`config.mk`:
```
export PLATFORM = sky130hd
export DESIGN_NAME = path_gen
export DESIGN_NICKNAME = d
export VERILOG_FILES = /design/src/rtl/path_gen.sv
export SDC_FILE = /design/constraint.sdc
export NUM_CORES = 1
export LEC_CHECK = 0
export CAP_MARGIN = 20
export CELL_PAD_IN_SITES_DETAIL_PLACEMENT = 1
export CELL_PAD_IN_SITES_GLOBAL_PLACEMENT = 1
export CORE_UTILIZATION = 38
export CTS_CLUSTER_DIAMETER = 60
export DETAILED_ROUTE_END_ITERATION = 8
export PLACE_DENSITY = 0.81
export SETUP_SLACK_MARGIN = 0.2
export SLEW_MARGIN = 10
export SYNTH_ARGS = -nofsm -noshare
export SYNTH_HDL_FRONTEND = slang
export SYNTH_SLANG_ARGS = --single-unit
```
`constraint.sdc`:
```
create_clock -name clk -period 5.3 [get_ports clk]
set_clock_uncertainty 0.05 [all_clocks]
set_input_delay 1.06 -clock clk [delete_from_list [all_inputs] [get_ports clk]]
set_output_delay 1.06 -clock clk [all_outputs]
set_load 0.01 [all_outputs]
```
`src/rtl/path_gen.sv`:
```
// Monte Carlo random-walk price-path source: LFSR-driven steps with clamping, streamed over valid/ready.
// Optional antithetic pairing of even/odd paths is enabled by defining PATH_GEN_ANTITHETIC_EN.
module path_gen #(
    parameter int DATA_W  = 12,
    parameter int SIGMA_W = 6,
    parameter int STEP_W  = 10,
    parameter int PATH_W  = 16
) (
    input  logic              clk,
    input  logic              rst_n,
    input  logic              start,
    input  logic [15:0]       seed,
    input  logic [DATA_W-1:0] s0,
    input  logic [7:0]        drift,
    input  logic [PATH_W-1:0] num_paths,
    input  logic [STEP_W-1:0] num_steps,
    output logic [DATA_W-1:0] path,
    output logic              path_valid,
    input  logic              path_ready,
    output logic              path_last,
    output logic              busy,
    output logic              done
);

    // Handshake: a sample transfers on a rising edge where path_valid & path_ready are both high;
    // path and path_last are held unchanged while path_valid is high and path_ready is low.

    localparam int SUM_W = DATA_W + 2;
    localparam logic [SUM_W-1:0] HALF = SUM_W'(1) << (SIGMA_W - 1);
    localparam logic [15:0] SEED_DEFAULT = 16'hACE1;

    typedef enum logic [1:0] {
        S_IDLE,
        S_LOAD,
        S_RUN,
        S_DONE
    } state_t;

    state_t state, state_next;

    logic [15:0]       lfsr_q;
    logic [DATA_W-1:0] s0_q;
    logic [7:0]        drift_q;
    logic [PATH_W-1:0] paths_q;
    logic [STEP_W-1:0] steps_q;
    logic [STEP_W-1:0] step_cnt;
    logic [PATH_W-1:0] path_cnt;
    logic [DATA_W-1:0] path_q;
    logic              last_q;
`ifdef PATH_GEN_ANTITHETIC_EN
    logic [15:0]       saved_q;
    logic              calc_save;
`endif

    logic              hs;
    logic              at_last_step;
    logic              at_last_path;
    logic              wrap;
    logic              advance;
    logic              calc_en;
    logic [DATA_W-1:0] calc_prev;
    logic [15:0]       calc_src;
    logic              calc_neg;
    logic              next_last;
    logic [15:0]       lfsr_adv;
    logic [SUM_W-1:0]  delta_raw;
    logic [SUM_W-1:0]  delta_ext;
    logic [SUM_W-1:0]  sum;
    logic [DATA_W-1:0] calc_sample;

    function automatic logic [15:0] lfsr_step(input logic [15:0] x);
        logic [15:0] shifted;
        shifted = {1'b0, x[15:1]};
        return x[0] ? (shifted ^ 16'hB400) : shifted;
    endfunction

    assign hs           = (state == S_RUN) && path_ready;
    assign at_last_step = (step_cnt == steps_q - STEP_W'(1));
    assign at_last_path = (path_cnt == paths_q - PATH_W'(1));
    assign wrap         = hs && at_last_step && !at_last_path;
    assign advance      = hs && !at_last_step;

    always_ff @(posedge clk) begin
        if (!rst_n) begin
            state <= S_IDLE;
        end else begin
            state <= state_next;
        end
    end

    always_comb begin
        state_next = state;
        case (state)
            S_IDLE: begin
                if (start) begin
                    if (num_paths == '0 || num_steps == '0) begin
                        state_next = S_DONE;
                    end else begin
                        state_next = S_LOAD;
                    end
                end
            end
            S_LOAD: state_next = S_RUN;
            S_RUN: begin
                if (hs && at_last_step && at_last_path) begin
                    state_next = S_DONE;
                end
            end
            S_DONE:  state_next = S_IDLE;
            default: state_next = S_IDLE;
        endcase
    end

    // Select where the next sample comes from: s0 at a path start, else the presented sample.
    always_comb begin
        calc_en   = 1'b0;
        calc_prev = s0_q;
        calc_src  = lfsr_q;
        calc_neg  = 1'b0;
        next_last = 1'b0;
`ifdef PATH_GEN_ANTITHETIC_EN
        calc_save = 1'b0;
`endif
        if (state == S_LOAD) begin
            calc_en   = 1'b1;
            next_last = (steps_q == STEP_W'(1));
`ifdef PATH_GEN_ANTITHETIC_EN
            calc_save = 1'b1;
`endif
        end else if (wrap) begin
            calc_en   = 1'b1;
            next_last = (steps_q == STEP_W'(1));
`ifdef PATH_GEN_ANTITHETIC_EN
            if (!path_cnt[0]) begin
                calc_src = saved_q;
                calc_neg = 1'b1;
            end else begin
                calc_save = 1'b1;
            end
`endif
        end else if (advance) begin
            calc_en   = 1'b1;
            calc_prev = path_q;
            next_last = (step_cnt + STEP_W'(1) == steps_q - STEP_W'(1));
`ifdef PATH_GEN_ANTITHETIC_EN
            calc_neg = path_cnt[0];
`endif
        end
    end

    // Two's-complement arithmetic in SUM_W bits; the top bit marks a negative sum.
    always_comb begin
        lfsr_adv  = lfsr_step(calc_src);
        delta_raw = {{(SUM_W - SIGMA_W){1'b0}}, lfsr_adv[SIGMA_W-1:0]} - HALF;
        delta_ext = calc_neg ? (~delta_raw + SUM_W'(1)) : delta_raw;
        sum       = {2'b00, calc_prev} + {{(SUM_W - 8){drift_q[7]}}, drift_q} + delta_ext;
        if (sum[SUM_W-1]) begin
            calc_sample = '0;
        end else if (sum[DATA_W]) begin
            calc_sample = '1;
        end else begin
            calc_sample = sum[DATA_W-1:0];
        end
    end

    always_ff @(posedge clk) begin
        if (!rst_n) begin
            lfsr_q   <= SEED_DEFAULT;
            s0_q     <= '0;
            drift_q  <= '0;
            paths_q  <= '0;
            steps_q  <= '0;
            step_cnt <= '0;
            path_cnt <= '0;
            path_q   <= '0;
            last_q   <= 1'b0;
        end else begin
            if (state == S_IDLE && start) begin
                lfsr_q   <= (seed == 16'h0000) ? SEED_DEFAULT : seed;
                s0_q     <= s0;
                drift_q  <= drift;
                paths_q  <= num_paths;
                steps_q  <= num_steps;
                step_cnt <= '0;
                path_cnt <= '0;
            end
            if (calc_en) begin
                lfsr_q <= lfsr_adv;
                path_q <= calc_sample;
                last_q <= next_last;
            end
            if (wrap) begin
                path_cnt <= path_cnt + PATH_W'(1);
                step_cnt <= '0;
            end else if (advance) begin
                step_cnt <= step_cnt + STEP_W'(1);
            end
        end
    end

`ifdef PATH_GEN_ANTITHETIC_EN
    // The pre-advance state is kept so the odd partner replays the same deltas, mirrored.
    always_ff @(posedge clk) begin
        if (!rst_n) begin
            saved_q <= '0;
        end else if (calc_en && calc_save) begin
            saved_q <= calc_src;
        end
    end
`endif

    assign path       = path_q;
    assign path_last  = last_q;
    assign path_valid = (state == S_RUN);
    assign busy       = (state == S_LOAD) || (state == S_RUN);
    assign done       = (state == S_DONE);

endmodule

```
==> results by group <==
Pwr
  – Leakage Power: 3.14 nW
  – Gate power share: between 50% and 60%
  – Switching Power: approximately 1.7 mW
  – P_int: 2.26 mW
  – Total power: approximately 4 mW
  – Switching Share: between 40% and 50%
  – Pwr/cell area: 476 nW/µm²
  – Worst VDD drop: approximately 0.16 mV
  – Clock share of power: a little under a fifth
  – Register share of total power: between 20 and 30%

Synthesis
  – Post-Syn Nets: around 960
  – Post-synth top flop: dfxtp_1
  – Post-synth EDFFs: 0
  – #FFs+latches synth: a little over 100
  – Mapped Area: around 7000 µm²
  – Seq/Total Area, Yosys: just over 30%
  – Syn Area/Cell: 7.95 µm²
  – Synth cell types: 73
  – Post-synthesis async set-or-reset flop share: 0%
  – Syn Inst Count: 859
  – Syn. warnings: 0

STA
  – RSZ-0062 raised after global routing: yes
  – Slew Viols, Final: 0
  – Setup violators final: 0
  – Final hold vios: 0
  – Final period util: between 90 and 100%
  – Worst setup margin: about 0.28 ns
  – Post-route minimum period: about 5 ns
  – Minimum hold slack: just over 0.4 ns
  – Worst-Margin Slew: about 0.88 ns
  – Fmax achieved: 199 MHz
  – Relative slew margins: 40.6%

GRT
  – First-pass GRT wire length: around 33000 µm
  – Global Route Usage Sum: between 20% and 30%
  – Largest net degree at the start of global routing: 67
  – Vias in the first global route: around 6600
  – Grt ovf: 0
  – Initial antenna violation count: 0

Status
  – Status: finished, final reports clean

Floorplan
  – Die Height: 136 µm
  – IO Count: between 80 and 90
  – Die width: roughly 140 µm
  – Cell Rows: 48
  – Die area: 18500 µm²
  – Core area: about 17000 µm²
  – Initial Util: between 30% and 40%

Routing
  – Routed length per instance: 17.6 µm
  – Pre-Repair DR Iteration Count: 4
  – Routed Antenna Nets: 0
  – Initial DRC Count: between 300 and 400
  – Total Routed Length: approximately 20000 µm
  – Vias/cell: roughly 5.6
  – DR vias: around 6400
  – Residual DRC: 0

Setup path
  – R2R cell count: 23
  – Worst Setup End Kind: register
  – CP arrival: 5.25 ns
  – RR Startpoint: steps_q[1]$_SDFFE_PN0P_
  – CP startpoint: steps_q[1]$_SDFFE_PN0P_
  – CP startpoint kind: register
  – Worst path required time: around 5.5 ns
  – Worst-path fanout max: 6
  – Crit Path Class: register to register

Final layout
  – Fraction of layout cells with a size suffix above 1: under 10%
  – Core Util, Final: between 40% and 50%
  – Footprint of the multi-input gates: between 4000 and 5000 µm²
  – Nets: between 1000 and 1500
  – Antenna cell count: 0
  – Filler cell count: 2105
  – P&R area growth vs syn: 21.5%
  – Register Area: 2070 µm²

Placement
  – Buffers on Ports: between 80 and 90
  – Post-DP HPWL: ~14000 µm
  – Place WS: -0.0617 ns
  – GP Congestion: roughly 0.85

Clock tree
  – Clock transition at the registers of the reported paths: 0.07 ns
  – Clk sink count: around 100
  – Worst skew pair latency: 0.36 ns
  – Root Buffer: clkbuf_16
  – TritonCTS Buffers: 9
  – Clock Path Buffers: 2
  – H-tree depth: 3
  – Hold_buf cts: 0
  – CTS tree: yes

Min path
  – Hold depth: 2
  – HP Start: drift_q[6]$_SDFFE_PN0P_
  – Hold Crit Class: register to register

Job
  – Max Cap Violations: 0
[layer usage]
layer / GRT usage, % / vias up / wire length (µm)
met4: 7.96 / 0 / 487
met5: 0 / - / 0
met1: 26.6 / 3147 / 8870
met3: 3.69 / 31 / 635
met2: 39.8 / 98 / 10300
li1: - / 3150 / -
[worst max-delay path, cell delays in order, from the launching register on]
cell and delay (ns):
dfxtp_4 0.36, inv_4 0.07, ha_4 0.12, or4b_4 0.50, buf_12 0.15, a2111oi_4 0.18
nor2_1 0.11, a2111o_1 0.42, nand2_2 0.11, nor2_4 0.05, mux2i_2 0.17, fa_1 0.48
inv_1 0.07, ha_2 0.18, inv_2 0.04, fa_2 0.36, nor2b_1 0.15, o21ai_1 0.11
a21o_1 0.20, a2111o_1 0.36, o311a_1 0.16, a21o_4 0.24, a21o_1 0.16, a21oi_1 0.13
[placed cells by master (no fill, tap or decap), types with 13 or more instances in the layout]
| cell | Yosys | layout |
|---|---|---|
| nor4_1 | 18 | 18 |
| fa_1 | 14 | 13 |
| ha_1 | 23 | 21 |
| nor3_1 | 16 | 15 |
| nor2_1 | 34 | 33 |
| clkdlybuf4s50_1 | 0 | 81 |
| xor2_1 | 25 | 25 |
| a31oi_1 | 16 | 16 |
| a21o_1 | 16 | 15 |
| nand2_1 | 129 | 127 |
| o21ai_0 | 29 | 27 |
| xnor2_1 | 32 | 32 |
| inv_1 | 52 | 49 |
| buf_4 | 3 | 21 |
| and3_1 | 21 | 21 |
| nand3_1 | 33 | 33 |
| a21oi_1 | 90 | 88 |
| dfxtp_1 | 103 | 101 |
[worst paths after layout]
path / end / slack [ns]
setup / recovery: path[5]$_SDFFE_PN0P_ / 0.28
hold / removal: drift_q[6]$_SDFFE_PN0P_ / 0.41
setup reg to reg: path[5]$_SDFFE_PN0P_ / 0.28
hold reg to reg: drift_q[6]$_SDFFE_PN0P_ / 0.41
[synthesized netlist by cell type (21+ instances only)]
cell | count | area share (%)
xor2_1 | 25 | 3.2
a21oi_1 | 90 | 6.6
and3_1 | 21 | 1.9
inv_1 | 52 | 2.9
nand3_1 | 33 | 2.4
ha_1 | 23 | 4.2
xnor2_1 | 32 | 4.1
clkbuf_1 | 33 | 1.8
o21ai_0 | 29 | 2.1
dfxtp_1 | 103 | 30
nand2_1 | 129 | 7.1
nor2_1 | 34 | 1.9
[per-stage QoR]
stage	setup TNS [ns]	std cells	cell area, µm²
6_report	0	1155	8300
5_1_grt	0	1155	8300
4_1_cts	0	1148	8180
3_5_place_dp	-0.474	1130	7780
3_3_place_gp	0	1130	7780
2_1_floorplan	0	859	6830
[flip-flops by register name (all words and copies together) (netlist names)]
signal	flops
calc_src	16
drift_q	8
path	12
path_cnt	16
path_last	1
paths_q	16
s0_q	12
state	2
step_cnt	10
steps_q	10
[power by group through the flow]
stage	Clock (mW)	Sequential [mW]	Combinational, mW
global placement	0	1.11	1.89
floorplan	0	1.06	1.49
finish	0.753	1.10	2.10
detailed placement	0	1.11	1.96
CTS	0.767	1.10	2.04
global route	0.796	1.12	2.32
[repair_timing]
| item | 4_1_cts | 5_1_grt |
|---|---|---|
| buffers inserted | 1 | 7 |
| resized for setup | 11 | 19 |
| pin swaps | 3 | 10 |
| endpoints found under the setup margin | 12 | 12 |
| cloned | 1 | 0 |
| endpoints found under the hold margin | 0 | 0 |
[kinds of logic (layout without fill, tap and decap cells)]
| family | after synthesis | count (layout) | synth area share [%] |
|---|---|---|---|
| multiplexers | 13 | 13 | 1.94 |
| AND/OR/NAND/NOR | 333 | 333 | 24.9 |
| buffers and inverters | 103 | 173 | 6.72 |
| XOR/XNOR | 58 | 58 | 7.66 |
| AO/OA/AOI/OAI | 212 | 213 | 20.3 |
| flip-flops | 103 | 103 | 30.2 |
| adder cells (fa/ha/maj) | 37 | 37 | 8.32 |
[cell type report]
cell class                      instances  area share [%]
Inverter                               53            2.43
Clock inverter                          4           0.934
Tap cell                              225            3.39
Multi-Input combinational cell        654            53.2
Clock buffer                           12            3.09
Timing Repair Buffer                  104            12.0
Sequential cell                       103            24.9
Note: power is estimated with default switching activity, not from simulation.
==> variant: new RTL, config.mk and constraints unchanged <==
Change the parameter `DATA_W` from 12 to 6.
--- a/src/rtl/path_gen.sv
+++ b/src/rtl/path_gen.sv
@@ -1,7 +1,7 @@
 // Monte Carlo random-walk price-path source: LFSR-driven steps with clamping, streamed over valid/ready.
 // Optional antithetic pairing of even/odd paths is enabled by defining PATH_GEN_ANTITHETIC_EN.
 module path_gen #(
-    parameter int DATA_W  = 12,
+    parameter int DATA_W  = 6,
     parameter int SIGMA_W = 6,
     parameter int STEP_W  = 10,
     parameter int PATH_W  = 16
Ports: changed (resized path and s0); port bits go from 82 to 70. The function was not compared with the original's and may differ.
==> variant against the original RTL <==
  * Wire length shrank 8.2%
  * Setup slack gained 170 ps
  * Total power shrank 17%
  * Final area shrank 14%
  * Critical path depth shrank 7
  * Sequential cell count shrank 12
  * Synthesized area shrank 12%
  * Hold slack gained 14 ps
  * Critical endpoint is now path[4]
==> variant: results (changes against the original RTL) <==
Logic synthesis
  • Syn Nets: 834 (-13%)
  • Most frequent cells after synthesis: 136 x nand2_1, 91 x dfxtp_1, 63 x a21oi_1, 40 x o211ai_1, 37 x clkbuf_1
  • Synth top area cells: dfxtp_1 30%, nand2_1 8.5%, a21oi_1 5.2%, o211ai_1 5.0%, xnor2_1 3.8%
  • Part of the Yosys area used for sequential elements: 0.302 (about the same)
  • Dominant synthesized flop cell: dfxtp_1
  • Yosys warning total: 0 (unchanged)
  • Library cells used by synthesis: 74 (+1.4%)

Setup path
  • Worst Path Required: 5540 ps (about the same)
  • FF-to-FF End: path[4]
  • Worst path slowest cell: or4_4
  • R2R depth: 16 (-30%)
  • Critical path peak fanout: 9 (+3)
  • Slowest Stage Delay on Critical Path: 570 ps (+70 ps)
  • R2r setup slk: 440 ps (+170 ps)
  • Worst r2r src: steps_q[0]

Final layout
  • Layout Nets: 867 (-16%)
  • Share of cells above drive strength 1: 0.0876 (-0.00276)

Worst hold path
  • Hold Crit Start: drift_q[5]
  • WHS Endpoint: drift_q[5]

Global routing
  • Vias in the first global route: 6100 (-7.7%)
  • Largest net degree at the start of global routing: 65 (-3.0%)
  • GRT Overall Usage: 0.235 (+0.0128)
  • First-pass GRT wire length: 30400 um (-6.5%)

Timing
  • Worst slew margin: 0.329 (-0.0766)

Outcome
  • Status: finished, final reports clean

Route
  • Routed Wire Length: 18600 um (-8.2%)
  • 1st-iter DRT viols: 285 (-17%)
  • Via count: 5842 (-9.1%)

Placement
  • PortBufs: 69 (-15%)
  • DPL Wire Length: 13400 um (-7.4%)
  • Setup WS pre-CTS: 188 ps (+250 ps)
  • Placer congestion estimate: 0.877 (+2.9%)

Pwr
  • Max rail drop VDD: 0.298 mV (+82%)
  • Leak: 2.56 nW (-18%)
## variant: changes by cell type in the layout (fill, tap and decap cells not counted), sizes merged, moves of 13 or more
cell | unedited run | this run
o211ai | 4 | 40
inv | 53 | 19
a21oi | 90 | 64
buf | 23 | 7
nor2 | 37 | 23
o21ai | 32 | 18
a21o | 17 | 4
and3 | 21 | 8
## variant: repair_timing
item	CTS	global route
gates resized for setup	2	7
buffers inserted	0	1
hold buffers	0	0
setup endpoints to repair	5	6
pin swaps	0	1
## variant: worst max-delay path by stage
stage                           from      end  slack (ps)  depth (start not counted)
after global routing      steps_q[1]  path[2]         230                         16
final                     steps_q[0]  path[4]         440                         16
after floorplan           steps_q[0]  path[0]         530                         17
after global placement    steps_q[0]  path[0]         370                         16
after CTS                 steps_q[0]  path[0]         230                         16
after detailed placement  steps_q[0]  path[5]         190                         18
## variant: worst register-to-register path, stage by stage (launching register included)
cell,delay (ps)
dfxtp_2,380
or4_4,570
o21a_1,220
o211a_1,280
o31a_4,330
a211oi_4,320
buf_4,170
buf_4,140
mux2_2,350
fa_1,450
ha_1,350
a21oi_1,110
o21bai_1,150
a21oi_1,100
xnor2_1,480
o211ai_1,180
mux2i_1,150
## variant: routing by layer
layer	part of all wire	vias to the layer above	track usage
met5	0	-	0
met4	0.022	0	0.0879
met3	0.039	29	0.0301
met2	0.49	133	0.416
met1	0.45	2896	0.291
li1	-	2784	-
## variant: cell type report
| cell class | count | area, um^2 |
|---|---|---|
| fill | 1838 | 8220 |
| multi-input combinational | 587 | 3950 |
| sequential | 91 | 1820 |
| timing repair buffer | 76 | 756 |
| tap | 211 | 264 |
| clock buffer | 11 | 233 |
| inverter | 18 | 67.6 |
| clock inverter | 5 | 61.3 |
## variant: stage by stage
step                      hold slack [ps]  instances  area (um^2)
after floorplan                       382        750         6040
after global placement                397        981         6800
after detailed placement              415        981         6800
after CTS                             426        997         7100
after global routing                  438        999         7150
final                                 420        999         7150
## variant: power by group
group          switching [mW]  internal, mW
logic                   0.906         0.684
registers               0.177         0.837
clock network           0.297         0.368
## variant: kinds of logic after synthesis
kind of cell / synth area share
buffers and inverters: 0.0510
xor gates and xnor gates: 0.0748
and+or+nand+nor: 0.255
adders and majority gates: 0.0584
DFF: 0.302
AOI/OAI and AO/OA: 0.224
muxes: 0.0352
